$ cat config.mk
export PLATFORM = sky130hd
export DESIGN_NAME = alu_exec_wb
export DESIGN_NICKNAME = d
export VERILOG_FILES = /design/src/rtl/alu_pkg.sv /design/src/rtl/alu_mul_seq.sv /design/src/rtl/alu_exec_wb.sv
export SDC_FILE = /design/constraint.sdc
export NUM_CORES = 1
export LEC_CHECK = 0
export BUFFER_PORTS_ARGS = -buffer_cell sky130_fd_sc_hd__buf_2
export CORE_ASPECT_RATIO = 0.7
export CORE_MARGIN = 10
export CORE_UTILIZATION = 43
export DETAILED_ROUTE_END_ITERATION = 8
export PLACE_DENSITY = 0.65
export SLEW_MARGIN = 10
export SYNTH_ARGS = -nofsm -noshare
export SYNTH_HDL_FRONTEND = slang
export SYNTH_SLANG_ARGS = --single-unit
$ cat constraint.sdc
create_clock -name clk -period 4.7 [get_ports clk]
set_input_delay 1.41 -clock clk [delete_from_list [all_inputs] [get_ports clk]]
set_output_delay 1.41 -clock clk [all_outputs]
set_load 0.05 [all_outputs]
$ cat src/rtl/alu_pkg.sv
// alu_pkg: shared types and constants for the execute/write-back stage.
package alu_pkg;

  localparam int DW_DEFAULT = 16;
  localparam int AW_DEFAULT = 4;
  localparam int MUL_ITER   = 16;
  localparam int CNT_W      = 4;

  typedef enum logic [2:0] {
    OP_ADD = 3'b000,
    OP_SUB = 3'b001,
    OP_AND = 3'b010,
    OP_OR  = 3'b011,
    OP_XOR = 3'b100,
    OP_SHL = 3'b101,
    OP_LDI = 3'b110,
    OP_MUL = 3'b111
  } alu_op_e;

  typedef enum logic [1:0] {
    EX_IDLE = 2'd0,
    EX_ALU  = 2'd1,
    EX_MUL  = 2'd2
  } ex_state_e;

  function automatic logic is_mul(input alu_op_e op);
    return op == OP_MUL;
  endfunction

endpackage

$ cat src/rtl/alu_mul_seq.sv
// alu_mul_seq: iterative shift-add multiplier, one multiplier bit per cycle.
// i_start is pulsed in the first iteration with the operands; o_done marks the
// last iteration (count MUL_ITER-1), when o_result carries the low DW bits.
module alu_mul_seq
  import alu_pkg::*;
#(
  parameter int DW = DW_DEFAULT
) (
  input  logic          clk,
  input  logic          rst,
  input  logic          i_start,
  input  logic [DW-1:0] i_a,
  input  logic [DW-1:0] i_b,
  output logic          o_done,
  output logic [DW-1:0] o_result
);

  logic             r_busy;
  logic [CNT_W-1:0] r_cnt;
  logic [DW-1:0]    r_a;
  logic [DW-1:0]    r_b;
  logic [DW-1:0]    r_acc;

  logic             w_active;
  logic [CNT_W-1:0] w_cnt;
  logic [DW-1:0]    w_a;
  logic [DW-1:0]    w_b;
  logic [DW-1:0]    w_acc;
  logic [DW-1:0]    w_sum;

  // Current iteration: the start cycle uses the fresh operands directly.
  always_comb begin
    w_active = i_start | r_busy;
    w_cnt    = i_start ? '0 : r_cnt;
    w_a      = i_start ? i_a : r_a;
    w_b      = i_start ? i_b : r_b;
    w_acc    = i_start ? '0 : r_acc;
    w_sum    = w_acc;
    if (w_b[0]) begin
      w_sum = w_acc + w_a;
    end
  end

  assign o_done   = w_active && (w_cnt == CNT_W'(MUL_ITER - 1));
  assign o_result = w_sum;

  // Advance one bit per cycle; shift multiplicand up and multiplier down.
  always_ff @(posedge clk or posedge rst) begin
    if (rst) begin
      r_busy <= 1'b0;
      r_cnt  <= '0;
      r_a    <= '0;
      r_b    <= '0;
      r_acc  <= '0;
    end else if (w_active) begin
      r_busy <= !o_done;
      r_cnt  <= w_cnt + CNT_W'(1);
      r_a    <= {w_a[DW-2:0], 1'b0};
      r_b    <= {1'b0, w_b[DW-1:1]};
      r_acc  <= w_sum;
    end
  end

endmodule

$ cat src/rtl/alu_exec_wb.sv
// alu_exec_wb: execute/write-back stage in front of a 16x16 register file.
// Issue (k) -> EX (k+1) -> WB (k+2); MUL occupies EX for 16 cycles.
// Optional macro ALU_FWD_EN: forward the WB result into EX operands;
// without it, an issue that reads the EX destination is stalled one cycle.
module alu_exec_wb
  import alu_pkg::*;
#(
  parameter int DW = DW_DEFAULT,
  parameter int AW = AW_DEFAULT
) (
  input  logic          clk,
  input  logic          rst,
  input  logic          in_valid,
  output logic          in_ready,
  input  logic [2:0]    in_op,
  input  logic [AW-1:0] in_rd,
  input  logic [AW-1:0] in_rs1,
  input  logic [AW-1:0] in_rs2,
  input  logic [DW-1:0] in_imm,
  output logic [AW-1:0] rd_addr1,
  output logic [AW-1:0] rd_addr2,
  input  logic [DW-1:0] rd_data1,
  input  logic [DW-1:0] rd_data2,
  output logic          en,
  output logic [AW-1:0] wr_addr,
  output logic [DW-1:0] wr_data,
  output logic          busy,
  output logic [31:0]   retired,
  output logic [1:0]    o_dbg_state
);

  // Handshake: an instruction transfers on a rising edge where
  // in_valid && in_ready. While in_ready is low the issuer holds the
  // instruction and nothing is sampled.

  ex_state_e     r_state;
  ex_state_e     w_next_state;
  alu_op_e       w_in_op;
  alu_op_e       r_ex_op;
  logic [AW-1:0] r_ex_rd;
  logic [DW-1:0] r_ex_imm;
  logic          r_ex_first;
  logic          r_wb_valid;
  logic [AW-1:0] r_wb_rd;
  logic [DW-1:0] r_wb_data;
  logic [31:0]   r_retired;

  logic          w_accept;
  logic          w_hazard;
  logic          w_ready;
  logic          w_busy;
  logic          w_mul_start;
  logic          w_mul_done;
  logic          w_wb_load;
  logic [DW-1:0] w_opa;
  logic [DW-1:0] w_opb;
  logic [DW-1:0] w_alu_res;
  logic [DW-1:0] w_mul_res;

  assign w_in_op  = alu_op_e'(in_op);
  assign rd_addr1 = in_rs1;
  assign rd_addr2 = in_rs2;
  assign w_accept = in_valid && w_ready;

`ifdef ALU_FWD_EN
  logic [AW-1:0] r_ex_rs1;
  logic [AW-1:0] r_ex_rs2;

  assign w_hazard = 1'b0;

  // Remember EX source registers for the forwarding compare.
  always_ff @(posedge clk or posedge rst) begin
    if (rst) begin
      r_ex_rs1 <= '0;
      r_ex_rs2 <= '0;
    end else if (w_accept) begin
      r_ex_rs1 <= in_rs1;
      r_ex_rs2 <= in_rs2;
    end
  end

  // Operand select: the WB result is newer than what the file returned.
  always_comb begin
    w_opa = rd_data1;
    w_opb = rd_data2;
    if (r_wb_valid && (r_wb_rd == r_ex_rs1)) begin
      w_opa = r_wb_data;
    end
    if (r_wb_valid && (r_wb_rd == r_ex_rs2)) begin
      w_opb = r_wb_data;
    end
  end
`else
  // Reading the EX destination: hold one cycle so write-through supplies it.
  assign w_hazard = (r_state == EX_ALU) &&
                    ((in_rs1 == r_ex_rd) || (in_rs2 == r_ex_rd));
  assign w_opa    = rd_data1;
  assign w_opb    = rd_data2;
`endif

  // EX state register.
  always_ff @(posedge clk or posedge rst) begin
    if (rst) begin
      r_state <= EX_IDLE;
    end else begin
      r_state <= w_next_state;
    end
  end

  // EX next state: MUL holds until its last iteration, otherwise follow accept.
  always_comb begin
    w_next_state = EX_IDLE;
    if ((r_state == EX_MUL) && !w_mul_done) begin
      w_next_state = EX_MUL;
    end else if (w_accept) begin
      w_next_state = is_mul(w_in_op) ? EX_MUL : EX_ALU;
    end
  end

  // FSM outputs: readiness, occupancy and multiplier kick-off.
  always_comb begin
    w_ready     = (r_state != EX_MUL) && !w_hazard;
    w_busy      = (r_state != EX_IDLE) || r_wb_valid;
    w_mul_start = (r_state == EX_MUL) && r_ex_first;
  end

  // Capture the accepted instruction into EX.
  always_ff @(posedge clk or posedge rst) begin
    if (rst) begin
      r_ex_op    <= OP_ADD;
      r_ex_rd    <= '0;
      r_ex_imm   <= '0;
      r_ex_first <= 1'b0;
    end else begin
      r_ex_first <= w_accept;
      if (w_accept) begin
        r_ex_op  <= w_in_op;
        r_ex_rd  <= in_rd;
        r_ex_imm <= in_imm;
      end
    end
  end

  // Single-cycle ALU result for the EX instruction.
  always_comb begin
    w_alu_res = '0;
    case (r_ex_op)
      OP_ADD:  w_alu_res = w_opa + w_opb;
      OP_SUB:  w_alu_res = w_opa - w_opb;
      OP_AND:  w_alu_res = w_opa & w_opb;
      OP_OR:   w_alu_res = w_opa | w_opb;
      OP_XOR:  w_alu_res = w_opa ^ w_opb;
      OP_SHL:  w_alu_res = w_opa << w_opb[3:0];
      OP_LDI:  w_alu_res = r_ex_imm;
      default: w_alu_res = '0;
    endcase
  end

  alu_mul_seq #(.DW(DW)) u_mul (
    .clk      (clk),
    .rst      (rst),
    .i_start  (w_mul_start),
    .i_a      (w_opa),
    .i_b      (w_opb),
    .o_done   (w_mul_done),
    .o_result (w_mul_res)
  );

  assign w_wb_load = (r_state == EX_ALU) || ((r_state == EX_MUL) && w_mul_done);

  // WB register: one-cycle write pulse; address/data hold between writes.
  always_ff @(posedge clk or posedge rst) begin
    if (rst) begin
      r_wb_valid <= 1'b0;
      r_wb_rd    <= '0;
      r_wb_data  <= '0;
    end else begin
      r_wb_valid <= w_wb_load;
      if (w_wb_load) begin
        r_wb_rd   <= r_ex_rd;
        r_wb_data <= (r_state == EX_MUL) ? w_mul_res : w_alu_res;
      end
    end
  end

  // Retired counter, wraps naturally at 2^32.
  always_ff @(posedge clk or posedge rst) begin
    if (rst) begin
      r_retired <= '0;
    end else if (r_wb_valid) begin
      r_retired <= r_retired + 32'd1;
    end
  end

  assign in_ready    = w_ready;
  assign busy        = w_busy;
  assign en          = r_wb_valid;
  assign wr_addr     = r_wb_rd;
  assign wr_data     = r_wb_data;
  assign retired     = r_retired;
  assign o_dbg_state = r_state;

endmodule

After elaboration in Yosys (flattened, before gate mapping)

Cells that the tools add are included.

Bits in registers: 130
Input bits: 66
Logic and storage cells: 61

Eq/ne operators: 13
Shifts and indexed selects: 1
Reduce and logical (&&, ||, !) cells: 14
Multiplexer cells: 10
Bitwise logic cells: 4
Add/subtract/negate cells: 5

Operators by type and width:

| kind                                          | number |
|---|---|
| case mux 16 bit (7 select lines)              | 1 |
| two-way mux 16 bit                            | 5 |
| adder 16 bit                                  | 2 |
| adder 32 x 1 -> 32 bit, second input constant | 1 |
| bitwise AND 16 bit                            | 1 |
| bitwise OR 16 bit                             | 1 |
| << shifter 16 x 4 -> 16 bit                   | 1 |
| subtractor 16 bit                             | 1 |
| XOR 16 bit                                    | 1 |
| == test 3 bit, second input constant          | 4 |
| == test 4 bit                                 | 2 |
| logical AND 1 bit                             | 7 |
| == test 3 x 2 -> 1 bit, second input constant | 2 |
| two-way mux 2 bit                             | 3 |
| adder 4 x 1 -> 4 bit, second input constant   | 1 |
| == test 4 bit, second input constant          | 1 |
| two-way mux 4 bit                             | 1 |
| == test 3 x 1 -> 1 bit, second input constant | 1 |
| logical NOT 3 bit                             | 1 |
| logical OR 1 bit                              | 3 |
| == test 2 x 1 -> 1 bit, second input constant | 1 |
| == test 2 bit, second input constant          | 1 |
| logical NOT 1 bit                             | 2 |
| inequality test 2 bit, second input constant  | 1 |
| 2 further kinds                               | 2 |

Longest topological paths before layout

Gate-level depths: netlist of run 1.

Depth after elaboration: 8
Gate-level depth with buffers: 17

Modules after synthesis

A second synthesis of run 1 with hierarchy kept.

Cell total of the unflattened synthesis: 1044
Area total of the unflattened synthesis: 9723.1 µm²

By module, submodules not included:

| module      | instances | cells an instance | seq. area each (µm²) | area an instance (µm²) |
|---|---|---|---|---|
| alu_exec_wb | 1         | 690               | 1976.9               | 6520.0 |
| alu_mul_seq | 1         | 354               | 1276.2               | 3203.1 |

Worst setup path after synthesis of run 1

No wires, ideal clock.

Kind: input to register
Start: input port rd_data2[1]
End: register r_wb_data[15], in the netlist wr_data[15]
Library setup time: 0.133 ns
Slack: -0.029 ns
Required time: 4.567 ns
Data arrival time: 4.596 ns
Stages: 17
Cell sequence: buf_6 > inv_1 > clkbuf_1 > ha_1 > nand4_1 > nor4_1 > a21oi_1 > xnor2_1 > ha_1 > nand3_1 > a211o_1 > a21oi_1 > o21a_1 > o21ai_0 > a32o_2 > o32ai_1 > a31oi_2

Cells in the longest elaborated chain, start to end: 3

Ends and longest elaborated chain:

| what                                      | RTL line           | text |
|---|---|---|
| start, declared                           | alu_exec_wb.sv:23  | `input logic [DW-1:0] rd_data2,` |
| subtractor 16 bit (tied with other cells) | alu_exec_wb.sv:149 | `OP_SUB: w_alu_res = w_opa - w_opb;` |
| case mux 16 bit (7 select lines) (*)      | alu_exec_wb.sv:147 | `case (r_ex_op)` |
| two-way mux 16 bit (*)                    | alu_exec_wb.sv:181 | `r_wb_data <= (r_state == EX_MUL) ? w_mul_res : w_alu_res;` |
| end signal, assigned                      | alu_exec_wb.sv:181 |  |
| end, declared                             | alu_exec_wb.sv:45  | `logic [DW-1:0] r_wb_data;` |

Every way passes the cells marked *; elsewhere a longest branch is shown, timed or not.
A chain may end at the register's enable or synchronous reset.

Worst setup path in the final report of run 1

Start: input port rd_data2[3]
End: register r_wb_data[15], in the netlist wr_data[15]

The elaborated chain is that of the path after synthesis.

==> run summary, run 1 <==
Synth Warn # -> 0
drt pass-1 iters -> 6
I/O pin count -> 131
Synth Register Bits -> 130
hold path cells -> 1
share of cells above drive strength 1 -> 19.7%
R2R Path Start -> o_dbg_state[1]
crit path launch type -> input pin
CTS clk-pin slew, worst paths -> 0.07 ns
actual slew at the worst max-slew pin -> 1.29 ns
final setup violation count -> 0
cell family with most CP delay -> compound AO/OA/AOI/OAI gates
syn nets -> 1218
maxcap violations -> 0
post-synthesis instance total -> 1085
chip height -> 143 µm
Crit Path Max Fanout -> 4
Worst Hold Slack -> 0.460 ns
Die X -> 196 µm
Tmin final -> 4.35 ns
n_diodes -> 0
via count -> 8541
Layout Cells excl Fill -> 1495
Slew Viols, Final -> 0
final RePlAce weighted congestion -> 0.945
register area share after synthesis -> 34.9%
post-synth top area share -> 34.9%
post-route ant nets -> 0
post-layout util -> 51.9%
Bufs on Longest Clock Path -> 2
Hold-fix buffers, CTS -> 0
area leader, netlist -> dfrtp_1
Comb power frac -> 51.2%
CP Buf/Inv Count -> 1
total power -> 0.00633 W
part of the power in registers -> 27.3%
clock power share -> 21.5%
number of enable flip-flop cells after synthesis -> 0
fraction of registers with async set/reset -> 100%
Row Count -> 44
Port Buffer Count -> 130
Leak -> 5.24 nW
largest net degree at the start of global routing -> 131
insertion delay to the later sink of the worst-skew pair -> 0.43 ns
Worst Path Required -> 4.97 ns
Die Footprint -> 28000 µm²
core area -> 21000 µm²
Syn Std Cell Area -> 9320 µm²
Worst slew margin -> 13.4%
wire per inst -> 20.2 µm
post_cts resized -> 0
peak supply drop -> 504 µV
CTS tree -> built
HP Class -> reg2reg
worst-path cell chain -> buf_2 > or4_4 > nor4_4 > and3_4 > nor2_1 > xnor2_1 > ha_1 > nand3_1 > a211o_1 > a21oi_1 > o21a_1 > o21ai_0 > a32o_2 > o32ai_1 > a31oi_2
CTS buffer count -> 17
Worst Setup SP -> rd_data2[3]
htree depth -> 4
GRT Total Usage -> 21.1%
setup slack, reg-to-reg -> 0.84 ns
residual DRC count -> 0
number of antenna violations at the first check in global routing -> 0
R2R Path End -> wr_data[15]
sw frac -> 46.0%
Nets -> 1339
Int Pwr -> 0.00342 W
fill count -> 2024
Avg Cell Area, Syn -> 8.59 µm²
dpl cells -> 1463
Via density -> 5.71
number of library cell types mapped by synthesis -> 78
highest-delay cell along the critical path -> or4_4
CTS sink count -> 130
Hold EP -> retired[31]
Clock Skew -> 0.0117 ns
synthesis-to-finish area growth -> 17.1%
postcts setup bufs -> 0
root buffer cell -> clkbuf_16
synth top area cells -> dfrtp_1 35%, ha_1 8.7%, nand2_1 7.0%
Worst setup EP type -> flop
post-DP HPWL -> 22600 µm
Placed Area -> 10300 µm²
min-delay src -> retired[31]
vias in the first global route -> 8161
final wirelength -> 30200 µm
CP peak stage delay -> 0.57 ns
Cell Pwr Density -> 580 nW/µm²
kind of critical path -> in2reg
reg2reg path depth -> 14
initial detailed-routing violation count -> 918
status -> finished clean
crit path DAT -> 4.62 ns
Tcrit/Tclk final -> 92.5%
final hold vios -> 0
fmax -> 0.230 GHz
post-route cell area -> 10900 µm²
Starting Density -> 44.3%
total gr overflow -> 0
unrepaired setup endpoints after global routing -> no
most common flop cell mapped by yosys -> dfrtp_1
first-pass GRT wire length -> 47000 µm
Net Switching -> 0.00291 W
## cells by family (layout without fill, tap and decap cells)
kind of cell,Yosys count,count (layout),share of synthesized area [%]
adders and majority gates,67,67,9.16
DFF,130,130,34.9
muxes,53,53,7.15
and+or+nand+nor,396,396,19.1
buffers and inverters,112,246,5.12
xor gates and xnor gates,72,72,6.85
other,1,1,0.0403
AOI/OAI and AO/OA,254,254,17.7
## power groups by stage
stage | registers [W] | logic, W | clock network (W)
after global placement | 0.00173 | 0.00313 | 0
after CTS | 0.00172 | 0.00320 | 0.00139
after global routing | 0.00177 | 0.00354 | 0.00145
after detailed placement | 0.00174 | 0.00318 | 0
after floorplan | 0.00205 | 0.00203 | 0
final | 0.00173 | 0.00324 | 0.00136
## flip-flops by register name (all words and copies together) (netlist names)
register	flops
o_dbg_state	2
en	1
r_ex_rd	4
u_mul.r_cnt	4
u_mul.r_acc	16
u_mul.r_a	15
r_ex_first	1
wr_data	16
r_ex_op	3
retired	32
r_ex_imm	16
wr_addr	4
u_mul.r_b	15
u_mul.r_busy	1
## stage by stage
| stage | TNS [ns] | setup slack, ns |
|---|---|---|
| detailed placement | -0.0931 | -0.0602 |
| CTS | 0 | 0.380 |
| global route | 0 | 0.140 |
| finish | 0 | 0.352 |
| global placement | -0.0194 | -0.0194 |
| floorplan | 0 | 0.0380 |
## cell usage in the layout (no fill, tap or decap), drive strengths merged, types with 5 or more instances in the layout
master  netlist  layout
o211ai        6       6
clkbuf       40      18
ha           65      65
nand4        13      13
a221oi        6       6
a22oi        13      13
a31oi        11      11
nand2       173     173
a211oi       10      10
mux2i        26      26
nand2b       11      11
mux4          9       9
nor3         14      14
nor2b         7       7
xor2         20      20
and3         12      12
nor4          5       5
o221ai        6       6
buf          24     166
o31ai         8       8
a21oi        58      58
mux2         18      18
nand3        15      15
nor2        109     109
o21a          9       9
o22ai        16      16
and2         21      21
o21ai        71      71
xnor2        52      52
dfrtp       130     130
inv          46      56
## synth_stat cells (13+ instances only)
| master | number |
|---|---|
| nand2_1 | 173 |
| dfrtp_1 | 130 |
| nor2_1 | 108 |
| o21ai_0 | 69 |
| ha_1 | 65 |
| a21oi_1 | 58 |
| xnor2_1 | 51 |
| inv_1 | 46 |
| clkbuf_1 | 39 |
| mux2i_1 | 26 |
| and2_1 | 21 |
| xor2_1 | 20 |
| mux2_2 | 18 |
| o22ai_1 | 16 |
| nand3_1 | 15 |
| nor3_1 | 14 |
| a22oi_1 | 13 |
| nand4_1 | 13 |
## final cells by class
type	count	area, µm²	share of cell area [%]
clock inverter	14	153	1.40
clock buffer	18	439	4.03
tap	276	345	3.17
sequential	130	3250	29.8
timing repair buffer	166	946	8.67
inverter	48	184	1.69
multi-input combinational	843	5590	51.2
## metal layers
metal  up-vias  track usage, %  routed length, µm
li1       4051               -                  -
met3        21            6.92               2940
met5         -               0                  0
met2       376            28.7              12000
met4         0            3.89                261
met1      4093            31.4              15000
## worst max path at each step
| stage | slack, ns | depth (start not counted) | endpoint |
|---|---|---|---|
| floorplan | 0.04 | 17 | wr_data[15] |
| global placement | -0.02 | 15 | wr_data[15] |
| detailed placement | -0.06 | 15 | wr_data[15] |
| CTS | 0.38 | 15 | wr_data[15] |
| global route | 0.14 | 16 | wr_data[15] |
| finish | 0.35 | 15 | wr_data[15] |
## worst register-to-register path: cells and delay by family, from the launching register on
family                     cells  cell delay (ns)
AOI/OAI and AO/OA              6             1.51
and+or+nand+nor                4             0.73
DFF                            1             0.44
adders and majority gates      1             0.36
muxes                          1             0.31
buffers and inverters          1             0.24
xor gates and xnor gates       1             0.18
Note: power is estimated with default switching activity, not from simulation.
==> run 2: changes to the inputs <==
--- a/config.mk
+++ b/config.mk
@@ -10,8 +10,8 @@
 export CORE_MARGIN = 10
 export CORE_UTILIZATION = 43
 export DETAILED_ROUTE_END_ITERATION = 8
-export PLACE_DENSITY = 0.65
 export SLEW_MARGIN = 10
 export SYNTH_ARGS = -nofsm -noshare
 export SYNTH_HDL_FRONTEND = slang
+export SYNTH_HIERARCHICAL = 1
 export SYNTH_SLANG_ARGS = --single-unit
==> run summary, run 2 <==
fmax -> 0.229 GHz (was 0.230 GHz)
sw frac -> 45.9% (was 46.0%)
Via density -> 5.87 (was 5.71)
synth top area cells -> dfrtp_1 33%, ha_1 8.4%, mux2_2 6.4% (was dfrtp_1 35%, ha_1 8.7%, nand2_1 7.0%)
Syn Std Cell Area -> 9720 µm² (was 9320 µm²)
drt pass-1 iters -> 8 (was 6)
synthesis-to-finish area growth -> 16.6% (was 17.1%)
DRT met1 WL -> 16400 µm (was 15000 µm)
Layout Cells excl Fill -> 1471 (was 1495)
post_cts resized -> 0 (unchanged)
peak supply drop -> 276 µV (was 504 µV)
Largest register FFs -> 32 (unchanged)
most frequent cells in the layout -> 130 x dfrtp_1, 130 x buf_2, 112 x nand2_1 (was 173 x nand2_1, 130 x dfrtp_1, 130 x buf_2)
total gr overflow -> 0 (unchanged)
area leader, netlist -> dfrtp_1 (unchanged)
unrepaired setup endpoints after global routing -> no (unchanged)
Int Pwr -> 0.00365 W (was 0.00342 W)
crit path launch type -> flop (was input pin)
Cell Pwr Density -> 595 nW/µm² (was 580 nW/µm²)
highest-delay cell along the critical path -> dfrtp_1 (was or4_4)
Synth Register Bits -> 130 (unchanged)
worst-path cell chain -> nor2b_1 > and2_4 > mux2_2 > ha_1 > nor2b_1 > o2111ai_1 > a21oi_2 > o21ai_0 > xor2_1 > o21ai_0 > and4_1 > a21oi_1 > o21ai_0 > a211oi_2 > o211ai_1 (was buf_2 > or4_4 > nor4_4 > and3_4 > nor2_1 > xnor2_1 > ha_1 > nand3_1 > a211o_1 > a21oi_1 > o21a_1 > o21ai_0 > a32o_2 > o32ai_1 > a31oi_2)
htree depth -> 4 (unchanged)
dpl cells -> 1439 (was 1463)
Row Count -> 45 (was 44)
CTS buffer count -> 17 (unchanged)
most common flop cell mapped by yosys -> dfrtp_1 (unchanged)
initial detailed-routing violation count -> 1004 (was 918)
number of library cell types mapped by synthesis -> 86 (was 78)
met2 WL post-DR -> 13300 µm (was 12000 µm)
post-synthesis instance total -> 1044 (was 1085)
crit path DAT -> 4.66 ns (was 4.62 ns)
CP peak stage delay -> 0.47 ns (was 0.57 ns)
Synth Warn # -> 6 (was 0)
most used cell, CP -> o21ai_0
Port Buffer Count -> 130 (unchanged)
status -> finished clean (unchanged)
first-pass GRT wire length -> 51300 µm (was 47000 µm)
Slew Viols, Final -> 0 (unchanged)
Worst slew margin -> 22.4% (was 13.4%)
kind of critical path -> reg2reg (was in2reg)
Die Footprint -> 29100 µm² (was 28000 µm²)
chip height -> 146 µm (was 143 µm)
residual DRC count -> 0 (unchanged)
post-synth top area share -> 33.5% (was 34.9%)
number of enable flip-flop cells after synthesis -> 0 (unchanged)
Leak -> 5.33 nW (was 5.24 nW)
post-DP HPWL -> 25600 µm (was 22600 µm)
CTS clk-pin slew, worst paths -> 0.06 ns (was 0.07 ns)
Nets -> 1309 (was 1339)
top cells by count, synth -> 130 x dfrtp_1, 112 x nand2_1, 97 x nor2_1 (was 173 x nand2_1, 130 x dfrtp_1, 108 x nor2_1)
postcts setup bufs -> 0 (unchanged)
final setup violation count -> 0 (unchanged)
Tcrit/Tclk final -> 92.8% (was 92.5%)
clock power share -> 21.9% (was 21.5%)
insertion delay to the later sink of the worst-skew pair -> 0.45 ns (was 0.43 ns)
CTS sink count -> 130 (unchanged)
I/O pin count -> 131 (unchanged)
Avg Cell Area, Syn -> 9.31 µm² (was 8.59 µm²)
maxcap violations -> 0 (unchanged)
actual slew at the worst max-slew pin -> 1.16 ns (was 1.29 ns)
largest net degree at the start of global routing -> 39 (was 131)
final setup margin -> 0.338 ns (was 0.352 ns)
setup_tns -> 0 ns (unchanged)
register area share after synthesis -> 33.5% (was 34.9%)
metal3 WL -> 3170 µm (was 2940 µm)
Net Switching -> 0.00310 W (was 0.00291 W)
most common cell in the netlist -> dfrtp_1 (was nand2_1)
Clock Skew -> 0.0140 ns (was 0.0117 ns)
root buffer cell -> clkbuf_16 (unchanged)
Bufs on Longest Clock Path -> 2 (unchanged)
share of cells above drive strength 1 -> 24.6% (was 19.7%)
setup slack after placement -> -0.0769 ns (was -0.0602 ns)
number of antenna violations at the first check in global routing -> 1 (was 0)
Hold-fix buffers, CTS -> 0 (unchanged)
Crit Path Max Fanout -> 18 (was 4)
Tmin final -> 4.36 ns (was 4.35 ns)
final hold vios -> 0 (unchanged)
core area -> 22000 µm² (was 21000 µm²)
fraction of registers with async set/reset -> 100% (unchanged)
final wirelength -> 33200 µm (was 30200 µm)
syn nets -> 1177 (was 1218)
Worst Path Required -> 5.00 ns (was 4.97 ns)
Worst setup EP type -> flop (unchanged)
fill count -> 2069 (was 2024)
Highest Signal Layer -> met4 (unchanged)
post-route ant nets -> 0 (unchanged)
via count -> 8630 (was 8541)
final RePlAce weighted congestion -> 0.982 (was 0.945)
Starting Density -> 44.3% (about the same)
Comb power frac -> 52.5% (was 51.2%)
GRT Total Usage -> 22.8% (was 21.1%)
vias in the first global route -> 8379 (was 8161)
HP Class -> reg2reg (unchanged)
n_diodes -> 0 (unchanged)
part of the power in registers -> 25.6% (was 27.3%)
CTS tree -> built (unchanged)
Die X -> 200 µm (was 196 µm)
wire per inst -> 22.6 µm (was 20.2 µm)
==> run 2: cell types whose count changed after synthesis, moves of 10 or more <==
cell      before  now
nand2_1      173  112
mux2_2        18   55
clkbuf_1      39   19
o21ai_0       69   50
and2_1        21    3
nor2b_1        7   25
nand3_1       15   29
nor2_1       108   97
a21oi_1       58   48
a22o_1         3   13
==> run 2: critical path: cells and delay by family, from the launching register on <==
| family | cells | cell delay [ns] |
|---|---|---|
| multiplexers | 1 | 0.39 |
| flip-flops | 1 | 0.47 |
| AO/OA/AOI/OAI | 8 | 1.78 |
| adder cells (fa/ha/maj) | 1 | 0.34 |
| AND/OR/NAND/NOR | 4 | 1.00 |
| XOR/XNOR | 1 | 0.24 |
==> run 2: worst paths after layout <==
| path | startpoint | to | slack [ns] | cells after the start |
|---|---|---|---|---|
| min reg2reg | wr_addr[2] | wr_addr[2] | 0.47 | 2 |
| max reg2reg | o_dbg_state[0] | wr_data[10] | 0.34 | 15 |
| max in group asynchronous | rst | u_mul/r_acc[5] | 2.84 | 3 |
| min | wr_addr[2] | wr_addr[2] | 0.47 | 2 |
| max | o_dbg_state[0] | wr_data[10] | 0.34 | 15 |
| min in group asynchronous | rst | wr_data[10] | 1.06 | 2 |
==> run 2: cell families (layout without fill, tap and decap cells) <==
family | after synthesis | after routing | share of synthesized area (%)
buffers and inverters | 105 | 250 | 5.51
and+or+nand+nor | 340 | 340 | 16.4
other | 1 | 1 | 0.0386
AOI/OAI and AO/OA | 234 | 234 | 16.7
adders and majority gates | 67 | 67 | 8.78
xor gates and xnor gates | 74 | 74 | 6.67
DFF | 130 | 130 | 33.5
muxes | 93 | 93 | 12.4
==> run 2: cell type report <==
| cell class | instances | area, µm² | share of cell area [%] |
|---|---|---|---|
| Tap cell | 282 | 353 | 3.11 |
| Clock buffer | 18 | 439 | 3.87 |
| Sequential cell | 130 | 3250 | 28.7 |
| Multi-Input combinational cell | 809 | 5940 | 52.4 |
| Timing Repair Buffer | 171 | 971 | 8.56 |
| Clock inverter | 14 | 203 | 1.79 |
| Inverter | 47 | 178 | 1.57 |
==> run 2: power by group through the flow <==
stage | Sequential [W] | Combinational, W | Clock, W
2_1_floorplan | 0.00206 | 0.00217 | 0
3_3_place_gp | 0.00172 | 0.00343 | 0
3_5_place_dp | 0.00173 | 0.00345 | 0
4_1_cts | 0.00172 | 0.00347 | 0.00150
5_1_grt | 0.00177 | 0.00383 | 0.00155
6_report | 0.00173 | 0.00354 | 0.00148
==> run 2: metrics by stage <==
| step | instance area [µm²] | hold WS, ns | utilization (%) | total power [W] |
|---|---|---|---|---|
| 2_1_floorplan | 9720 | 0.454 | - | 0.00423 |
| 3_3_place_gp | 10700 | 0.453 | 48.7 | 0.00515 |
| 3_5_place_dp | 10700 | 0.459 | 48.7 | 0.00518 |
| 4_1_cts | 11300 | 0.473 | 51.6 | 0.00669 |
| 5_1_grt | 11300 | 0.489 | 51.6 | 0.00715 |
| 6_report | 11300 | 0.466 | 51.6 | 0.00674 |
==> run 2: per-layer routing <==
metal / vias to the layer above / GRT usage (%)
met3: 32 / 7.01
met4: 0 / 5.13
met5: - / 0
met1: 4228 / 34.7
li1: 4007 / -
met2: 363 / 29.9
